$ cat config.mk
export PLATFORM = sky130hd
export DESIGN_NAME = hcms_display_ctrl_flat
export DESIGN_NICKNAME = d
export VERILOG_FILES = /design/src/rtl/hcms_display_ctrl_if.sv /design/src/rtl/hcms_display_ctrl.sv /design/src/flat_wrapper.sv
export SDC_FILE = /design/constraint.sdc
export NUM_CORES = 1
export LEC_CHECK = 0
export ABC_AREA = 1
export CORE_MARGIN = 2
export CORE_UTILIZATION = 41
export CTS_CLUSTER_SIZE = 12
export DETAILED_ROUTE_END_ITERATION = 10
export GPL_ROUTABILITY_DRIVEN = 1
export MAX_ROUTING_LAYER = met4
export PLACE_DENSITY = 0.62
export RECOVER_POWER = 100
export SLEW_MARGIN = 10
export SYNTH_ARGS = -nofsm -noshare
export SYNTH_HDL_FRONTEND = slang
export SYNTH_SLANG_ARGS = --single-unit
$ cat constraint.sdc
create_clock -name i_clk -period 1.6 [get_ports i_clk]
set_clock_uncertainty 0.05 [all_clocks]
set_input_delay 0.32 -clock i_clk [delete_from_list [all_inputs] [get_ports i_clk]]
set_output_delay 0.32 -clock i_clk [all_outputs]
set_load 0.02 [all_outputs]
$ cat src/rtl/hcms_display_ctrl_if.sv
// Load/ready byte handshake between the display controller and the HCMS-29xx serializer.
interface hcms_display_ctrl_if;
  logic [7:0] o_tx_data;
  logic       o_tx_cmd;
  logic       o_tx_load;
  logic       i_tx_ready;

  modport master (output o_tx_data, output o_tx_cmd, output o_tx_load, input i_tx_ready);
  modport slave  (input o_tx_data, input o_tx_cmd, input o_tx_load, output i_tx_ready);
endinterface

$ cat src/rtl/hcms_display_ctrl.sv
// HCMS-29xx sequencer: reset hold, control words 1 and 0, then streams the column buffer when dirty.
// state    | meaning
// RST_HOLD | display reset asserted for RESET_CYCLES cycles
// CW1      | sending control word 1 (8'h81)
// CW0      | sending control word 0 (peak current, brightness)
// IDLE     | waiting for a cfg update or a dirty buffer
// DOTS     | streaming buf[0..NUM_COLS-1] as dot data
module hcms_display_ctrl #(
  parameter int NUM_COLS     = 20,
  parameter int ADDR_W       = 5,
  parameter int RESET_CYCLES = 16
) (
  input  logic                i_clk,
  input  logic                r_reset,
  input  logic                i_wr_en,
  input  logic [ADDR_W-1:0]   i_wr_addr,
  input  logic [7:0]          i_wr_data,
  input  logic [3:0]          i_bright,
  input  logic [1:0]          i_peak,
  input  logic                i_cfg_update,
  hcms_display_ctrl_if.master tx,
  output logic                o_disp_reset,
  output logic                o_init_done,
  output logic                o_busy,
  output logic                o_frame_done
);
  localparam int CNT_W = $clog2(RESET_CYCLES) + 1;
  localparam logic [ADDR_W-1:0] LAST_COL = ADDR_W'(NUM_COLS - 1);
  localparam logic [CNT_W-1:0]  LAST_RST = CNT_W'(RESET_CYCLES - 1);

  typedef enum logic [2:0] {RST_HOLD, CW1, CW0, IDLE, DOTS} state_e;

  state_e            state_q, state_d;
  logic              rel_q, rel_d;
  logic [CNT_W-1:0]  rst_cnt_q, rst_cnt_d;
  logic [ADDR_W-1:0] col_q, col_d;
  logic [7:0]        data_q, data_d;
  logic              cmd_q, cmd_d;
  logic              dirty_q, dirty_d;
  logic              pend_q, pend_d;
  logic              init_q, init_d;
  logic              fdone_q, fdone_d;
  logic [7:0]        buf_q [NUM_COLS];

  logic              wr_ok;
  logic              sending;
  logic              byte_done;
  logic [7:0]        cw0;
  logic [ADDR_W-1:0] col_nxt;

  assign wr_ok     = i_wr_en && (i_wr_addr <= LAST_COL);
  assign sending   = (state_q == CW1) || (state_q == CW0) || (state_q == DOTS);
  assign byte_done = sending && rel_q && !tx.i_tx_ready;
  assign cw0       = {2'b01, i_peak, i_bright};
  assign col_nxt   = col_q + 1'b1;

  // Buffer contents survive reset so the host need not rewrite them.
  always_ff @(posedge i_clk) begin
    if (wr_ok) buf_q[i_wr_addr] <= i_wr_data;
  end

  always_ff @(posedge i_clk) begin
    if (r_reset) begin
      state_q   <= RST_HOLD;
      rel_q     <= 1'b0;
      rst_cnt_q <= '0;
      col_q     <= '0;
      data_q    <= 8'h00;
      cmd_q     <= 1'b0;
      dirty_q   <= 1'b1;
      pend_q    <= 1'b0;
      init_q    <= 1'b0;
      fdone_q   <= 1'b0;
    end else begin
      state_q   <= state_d;
      rel_q     <= rel_d;
      rst_cnt_q <= rst_cnt_d;
      col_q     <= col_d;
      data_q    <= data_d;
      cmd_q     <= cmd_d;
      dirty_q   <= dirty_d;
      pend_q    <= pend_d;
      init_q    <= init_d;
      fdone_q   <= fdone_d;
    end
  end

  always_comb begin
    state_d   = state_q;
    rel_d     = rel_q;
    rst_cnt_d = rst_cnt_q;
    col_d     = col_q;
    data_d    = data_q;
    cmd_d     = cmd_q;
    dirty_d   = dirty_q;
    pend_d    = pend_q | i_cfg_update;
    init_d    = init_q;
    fdone_d   = 1'b0;

    if (sending && !rel_q && tx.i_tx_ready) rel_d = 1'b1;

    case (state_q)
      RST_HOLD: begin
        if (rst_cnt_q == LAST_RST) begin
          state_d = CW1;
          data_d  = 8'h81;
          cmd_d   = 1'b1;
          rel_d   = 1'b0;
        end else begin
          rst_cnt_d = rst_cnt_q + 1'b1;
        end
      end
      CW1: begin
        if (byte_done) begin
          state_d = CW0;
          data_d  = cw0;
          cmd_d   = 1'b1;
          rel_d   = 1'b0;
        end
      end
      CW0: begin
        if (byte_done) begin
          state_d = IDLE;
          rel_d   = 1'b0;
          init_d  = 1'b1;
          // Requests raised during initialisation are covered by the init CW0.
          if (!init_q) pend_d = 1'b0;
        end
      end
      IDLE: begin
        if (pend_q || i_cfg_update) begin
          state_d = CW0;
          data_d  = cw0;
          cmd_d   = 1'b1;
          rel_d   = 1'b0;
          pend_d  = 1'b0;
        end else if (dirty_q) begin
          state_d = DOTS;
          dirty_d = 1'b0;
          col_d   = '0;
          data_d  = buf_q[0];
          cmd_d   = 1'b0;
          rel_d   = 1'b0;
        end
      end
      DOTS: begin
        if (byte_done) begin
          if (col_q == LAST_COL) begin
            state_d = IDLE;
            rel_d   = 1'b0;
            fdone_d = 1'b1;
          end else begin
            col_d  = col_nxt;
            data_d = buf_q[col_nxt];
            rel_d  = 1'b0;
          end
        end
      end
      default: state_d = RST_HOLD;
    endcase

    // A write always wins over the IDLE clear so the new data gets its own frame.
    if (wr_ok) dirty_d = 1'b1;
  end

  assign tx.o_tx_data  = data_q;
  assign tx.o_tx_cmd   = cmd_q;
  assign tx.o_tx_load  = sending && !rel_q;
  assign o_disp_reset  = (state_q == RST_HOLD);
  assign o_init_done   = init_q;
  assign o_busy        = (state_q != IDLE);
  assign o_frame_done  = fdone_q;
endmodule

$ cat src/flat_wrapper.sv
// flat-port wrapper written by rule: the top's interface ports become plain ports
module hcms_display_ctrl_flat 
#(
  parameter int NUM_COLS     = 20,
  parameter int ADDR_W       = 5,
  parameter int RESET_CYCLES = 16
)
  (i_clk, r_reset, i_wr_en, i_wr_addr, i_wr_data, i_bright, i_peak, i_cfg_update, o_disp_reset, o_init_done, o_busy, o_frame_done, tx_o_tx_data, tx_o_tx_cmd, tx_o_tx_load, tx_i_tx_ready);
  hcms_display_ctrl_if tx_i ();
  input  logic i_clk;
  input  logic r_reset;
  input  logic i_wr_en;
  input  logic [ADDR_W-1:0] i_wr_addr;
  input  logic [7:0] i_wr_data;
  input  logic [3:0] i_bright;
  input  logic [1:0] i_peak;
  input  logic i_cfg_update;
  output logic o_disp_reset;
  output logic o_init_done;
  output logic o_busy;
  output logic o_frame_done;
  output wire logic [$bits(tx_i.o_tx_data)-1:0] tx_o_tx_data;
  output wire logic [$bits(tx_i.o_tx_cmd)-1:0] tx_o_tx_cmd;
  output wire logic [$bits(tx_i.o_tx_load)-1:0] tx_o_tx_load;
  input wire logic [$bits(tx_i.i_tx_ready)-1:0] tx_i_tx_ready;
  assign tx_o_tx_data = tx_i.o_tx_data;
  assign tx_o_tx_cmd = tx_i.o_tx_cmd;
  assign tx_o_tx_load = tx_i.o_tx_load;
  assign tx_i.i_tx_ready = tx_i_tx_ready;
  hcms_display_ctrl #(.NUM_COLS(NUM_COLS), .ADDR_W(ADDR_W), .RESET_CYCLES(RESET_CYCLES)) u_core (.i_clk(i_clk), .r_reset(r_reset), .i_wr_en(i_wr_en), .i_wr_addr(i_wr_addr), .i_wr_data(i_wr_data), .i_bright(i_bright), .i_peak(i_peak), .i_cfg_update(i_cfg_update), .tx(tx_i), .o_disp_reset(o_disp_reset), .o_init_done(o_init_done), .o_busy(o_busy), .o_frame_done(o_frame_done));
endmodule
# Word level (Yosys, flattened, before mapping)
# Memories as Yosys holds them, arrays and structs flattened.
# Index checks and enable logic that the tools add are counted.
# totals
inputBits	24
memories	1
reg_bits	27
ram_bits	160
output_inout_bits	14
# classes
n_addsub	2
mux	38
n_lt_le_gt_ge	1
n_reduce_logical	24
eq_ne	16
bitwise_logic	5
# memory_table
name	words	width	read_ports	rd_ports_with_merged_regs	write_ports	line_no	rtl
u_core.buf_q	20	8	2	0	1	hcms_display_ctrl.sv:43	logic [7:0] buf_q [NUM_COLS];
# ops
cell	n
8-bit 2-to-1 mux	6
8-bit case mux with 4 select lines	1
3-bit 2-to-1 mux	7
5-bit 2-to-1 mux	4
1-bit 2-to-1 mux	15
3-bit case mux with 5 select lines	1
6-bit AND reduction	2
5-bit by 1-bit adder with 5-bit output (second input constant)	2
2-bit by 1-bit != test with 1-bit output (second input constant)	5
5-bit case mux with 2 select lines	1
3-bit by 2-bit equality test with 1-bit output (second input constant)	2
2-bit != test (second input constant)	3
1-bit case mux with 3 select lines	2
2-bit AND reduction	3
3-bit OR reduction	2
5-bit by 4-bit equality test with 1-bit output (second input constant)	1
5-bit equality test (second input constant)	1
5-bit <= comparator (second input constant)	1
1-bit logical AND	5
5-bit AND reduction	1
1-bit inverter	4
4-bit AND reduction	1
4-bit nonzero test	1
3-bit by 1-bit equality test with 1-bit output (second input constant)	1
11 further kinds	14

# Logic depth before layout (Yosys ltp)
# Gate-level depths: netlist (run 1).
# depth
ltp_word	9
mapped_depth	14
mapped_depth_nobuf	13

# Worst setup path before layout (run 1)
# No wires, ideal clock.
# synth_path
kind	register to register
startpoint	register u_core.col_q[1]
endpoint	register u_core.data_q[6], in the netlist u_core.tx.o_tx_data[6]
synth_period_minus_slack_ps	1778
setup_time_ps	132
t_arrival_ps	1595
setup_slack_ps	-178
path_buffers	2
path_stages_with_launch	13
cell_sequence	dfxtp_1 -> ha_1 -> buf_2 -> clkinv_1 -> buf_1 -> nand2_1 -> nand3_1 -> nand3_1 -> nand3_1 -> nand2_1 -> nand2_1 -> nand2_1 -> a21oi_1
# synth_between
elab_chain_len	5
# synth_lines
element	line_no	rtl
start: declaration	hcms_display_ctrl.sv:36	logic [ADDR_W-1:0] col_q, col_d;
start signal: assignment	hcms_display_ctrl.sv:78	col_q <= col_d;
5-bit by 1-bit adder with 5-bit output	hcms_display_ctrl.sv:55	assign col_nxt = col_q + 1'b1;
memory read 20 x 8 bit	--	
8-bit 2-to-1 mux	hcms_display_ctrl.sv:148	if (col_q == LAST_COL) begin
8-bit 2-to-1 mux	hcms_display_ctrl.sv:147	if (byte_done) begin
8-bit case mux with 4 select lines	hcms_display_ctrl.sv:102	case (state_q)
end signal: assignment	hcms_display_ctrl.sv:79	data_q <= data_d;
end: declaration	hcms_display_ctrl.sv:37	logic [7:0] data_q, data_d;
# Several ways; a longest one is shown, not always the timed one. The select of a mux whose other input is x is not followed.
# A chain may end at the register's enable or synchronous reset.

# Worst setup path in the final report (run 1)
# layout_path
startpoint	register u_core.rst_cnt_q[1]
endpoint	register u_core.rst_cnt_q[3]
# layout_between
elab_chain_len	3
# layout_lines
element	line_no	rtl
start: declaration	hcms_display_ctrl.sv:35	logic [CNT_W-1:0] rst_cnt_q, rst_cnt_d;
start signal: assignment	hcms_display_ctrl.sv:77	rst_cnt_q <= rst_cnt_d;
parallel branches: the longest is 3 deep, another holds 5-bit by 1-bit adder with 5-bit output	--	
# Several ways; the timed one is not identified.

==> results of run 1 <==
power groups by stage:
stage          Sequential [mW]  Clock [mW]  Combinational (mW)
2_1_floorplan             5.69           0                1.25
3_3_place_gp              5.65           0                2.22
3_5_place_dp              5.66           0                2.24
4_1_cts                   5.56        4.20                2.53
5_1_grt                   5.58        4.39                2.97
6_report                  5.56        4.15                2.72
cell usage in the layout (no fill, tap or decap), types with 10 or more instances in the layout:
master,synthesis,layout
clkbuf_2,0,22
clkdlybuf4s50_1,0,14
buf_6,2,15
inv_2,5,10
clkbuf_16,0,17
buf_12,0,10
o21ai_0,34,26
nor2_1,74,72
inv_1,87,81
edfxtp_1,160,160
a21oi_1,32,24
dfxtp_1,27,19
nand2_1,228,220
dlygate4sd2_1,0,11
buf_4,1,40
nand3_1,91,75
nand3_2,1,17
worst max-delay path: stages, from the launching register on:
cell	delay, ns
dfxtp_2	0.33
ha_2	0.17
inv_2	0.05
nor3_2	0.04
ha_2	0.17
or2_4	0.25
buf_6	0.12
or2_4	0.23
nor2_2	0.10
a21oi_1	0.06
nor3_1	0.16
how the worst max path moves through the flow:
stage / startpoint / to / slack (ns) / cells past startpoint
after floorplan: u_core.rst_cnt_q[0]$_SDFFE_PP0P_ / u_core.state_q[1]$_SDFFE_PP0P_ / -0.11 / 12
after global placement: tx_i_tx_ready / u_core.tx.o_tx_data[4]$_SDFFE_PP0P_ / -0.29 / 8
after detailed placement: tx_i_tx_ready / u_core.tx.o_tx_data[4]$_SDFFE_PP0P_ / -0.34 / 8
after CTS: u_core.rst_cnt_q[1]$_SDFFE_PP0P_ / u_core.rst_cnt_q[3]$_SDFFE_PP0P_ / -0.21 / 10
after global routing: u_core.rst_cnt_q[1]$_SDFFE_PP0P_ / u_core.tx.o_tx_data[4]$_SDFFE_PP0P_ / -0.28 / 11
final: u_core.rst_cnt_q[1]$_SDFFE_PP0P_ / u_core.rst_cnt_q[3]$_SDFFE_PP0P_ / -0.20 / 10
stage by stage:
stage / hold WS (ns) / util [%] / setup TNS, ns / instance area [sq um]
4_1_cts: 0.413 / 53.1 / -2.31 / 10400
5_1_grt: 0.429 / 53.5 / -4.46 / 10400
3_5_place_dp: 0.405 / 48.6 / -39.10 / 9490
6_report: 0.415 / 53.5 / -2.34 / 10400
3_3_place_gp: 0.399 / 48.6 / -37.80 / 9490
2_1_floorplan: 0.369 / - / -1.07 / 8220
metal layers:
| layer | routed length [um] | share of wire [%] | vias up | track usage [%] |
|---|---|---|---|---|
| met4 | 504 | 2.5 | 0 | 7.30 |
| li1 | - | - | 2978 | - |
| met3 | 1060 | 5.3 | 34 | 2.70 |
| met5 | 0 | 0 | - | - |
| met1 | 8460 | 43 | 2806 | 25.9 |
| met2 | 9800 | 49 | 201 | 31.8 |
cells by family after synthesis:
family | count (synthesis) | synth area share [%]
AOI/OAI and AO/OA | 82 | 5.51
and+or+nand+nor | 418 | 21.5
xor gates and xnor gates | 4 | 0.704
buffers and inverters | 128 | 6.36
adders and majority gates | 3 | 0.459
DFF | 187 | 65.4
synth_stat cells, drive strengths merged:
cell type	count	share of area [%]
or2	3	0.26
nand4	2	0.23
buf	24	1.6
nand2	231	11
xor2	2	0.31
ha	3	0.46
xnor2	2	0.40
a21oi	32	2.0
a31oi	1	0.077
nand3	92	5.7
nor2	79	3.9
nor3	8	0.49
inv	92	4.2
nor4	1	0.077
o21ai	36	2.3
nand3b	1	0.092
dfxtp	27	6.6
o22ai	3	0.31
o211ai	9	0.83
nor3b	1	0.092
a211oi	1	0.092
edfxtp	160	59
clkinv	1	0.046
clkbuf	11	0.51
state kept, by name, summed over array words and instances (netlist names):
| register | cells |
|---|---|
| u_core.tx.o_tx_cmd | 1 |
| u_core.col_q | 5 |
| u_core.rst_cnt_q | 5 |
| u_core.o_init_done | 1 |
| u_core.tx.o_tx_data | 8 |
| u_core.buf_q | 160 |
| u_core.state_q | 3 |
| u_core.pend_q | 1 |
| u_core.dirty_q | 1 |
| u_core.rel_q | 1 |
| u_core.o_frame_done | 1 |
cell type report:
| class | count | share of cell area [%] |
|---|---|---|
| well taps | 265 | 3.17 |
| clock buffers | 17 | 4.07 |
| flip-flops and latches | 187 | 51.3 |
| clock inverters | 15 | 1.68 |
| inverters | 93 | 3.38 |
| repair buffers | 133 | 12.0 |
| multi-input cells | 507 | 24.5 |
what timing repair did:
item,CTS,global route
setup buffers,7,3
setup endpoints to repair,36,26
pin swaps,26,17
resized for setup,77,36
gates cloned,2,0
hold endpoints to repair,0,0
==> results.cfg, run 1 <==
[status]
status = finished, violations left
violations = negative setup slack

[route]
wire_per_inst_um = 16.3
drtPass1Iterations = 5
vias = 6019
ant_nets = 0
drc = 0
vias_per_cell = 4.95
drt_iter0_drc = 518
totalWireLength_mm = 19.8

[critical_path]
critPathArrivalTime_ns = 2.11
reg2regPathDepth = 10
crit_required_ns = 1.92
reg2reg_from = u_core.rst_cnt_q[1]$_SDFFE_PP0P_
r2r_slack_ns = -0.20
worst-setup-path-type = register to register
setup.worst_path.end_class = register
path_max_fanout = 3
cp-start-kind = register
worstReg2RegEnd = u_core.rst_cnt_q[3]$_SDFFE_PP0P_

[sta]
finalHoldViolCount = 0
relSlewSlack_pct = 29.9
setup_violations = 17
worst_slew_pin_slew_ns = 1.05
rsz0062_at_grt = true
finalMaxSlewViolations = 0
final.period_utilization_pct = 112
setup_slack_ns = -0.196
fin_crit_ns = 1.80
max_freq_mhz = 557

[grt]
grt_max_degree = 52
grt_pass1_wl_mm = 31.3
grt_usage_pct = 19.8
grt_pass1_vias = 5758
antenna_found_initial = 0
grt-ovfl-total = 0

[floorplanning]
placementRows = 51
initial_core_util_pct = 41.8
fp.dieH_um = 145
core_sq_um = 19500
ioPinCount = 38
die_x_um = 145
dieArea_sq_um = 21100

[final_layout]
drive_gt1_share_pct = 22.3
num_antenna_cells = 0
fillers = 1742
fin_nets = 966
multi_input_area_sq_um = 2550
area_growth_pct = 27.9
ff_latch_area_sq_um = 5360
instances_no_fill = 1217

[pwr]
p_int_mw = 8.86
p_comb_share_pct = 21.9
ir_drop_mv = 0.715
p_clk_share_pct = 33.4
switchingPower_mw = 3.57
p_per_area_nw_per_um2 = 1190
p_seq_share_pct = 44.7
p_total_mw = 12.4
p_sw_share_pct = 28.7
power.leakage_nw = 4.19

[clocking]
clkTransAtPathRegs_ns = 0.08
cts_root_buf = clkbuf_16
htreeDepth = 4
clkLatencyLatePin_ns = 0.44
cts_buffers = 17
cts_tree = done
cts_sinks = 187
ctsHoldBuffers = 0
cts_buffer_depth = 2

[hold_path]
hold_end = u_core.o_init_done$_SDFFE_PP0P_
hold_path_class = register to register
hold-path-cell-count = 2
worstHoldStart = u_core.o_init_done$_SDFFE_PP0P_

[job]
cap_violations = 0

[yosys]
syn-cell-area_sq_um = 8170
ys_ff_latch = 187
postSynthCellCount = 822
ys_warn_count = 0
synth_nets = 849
synth_area_per_cell_sq_um = 9.94
seq_area_frac_synth_pct = 65.4
synth_cell_types = 39

[placement]
preCtsSetupSlack_ns = -0.344
place_inst = 1174
gp_congestion = 0.854
portBuffers = 37
dp_hpwl_mm = 12.6
Note: power is estimated with default switching activity, not from simulation.
==> run 2, diff against run 1 <==
CTS_CLUSTER_SIZE = default   (was 12)
==> results of run 2 <==
No change in the layout: final DEF, timing and power equal those of run 1.
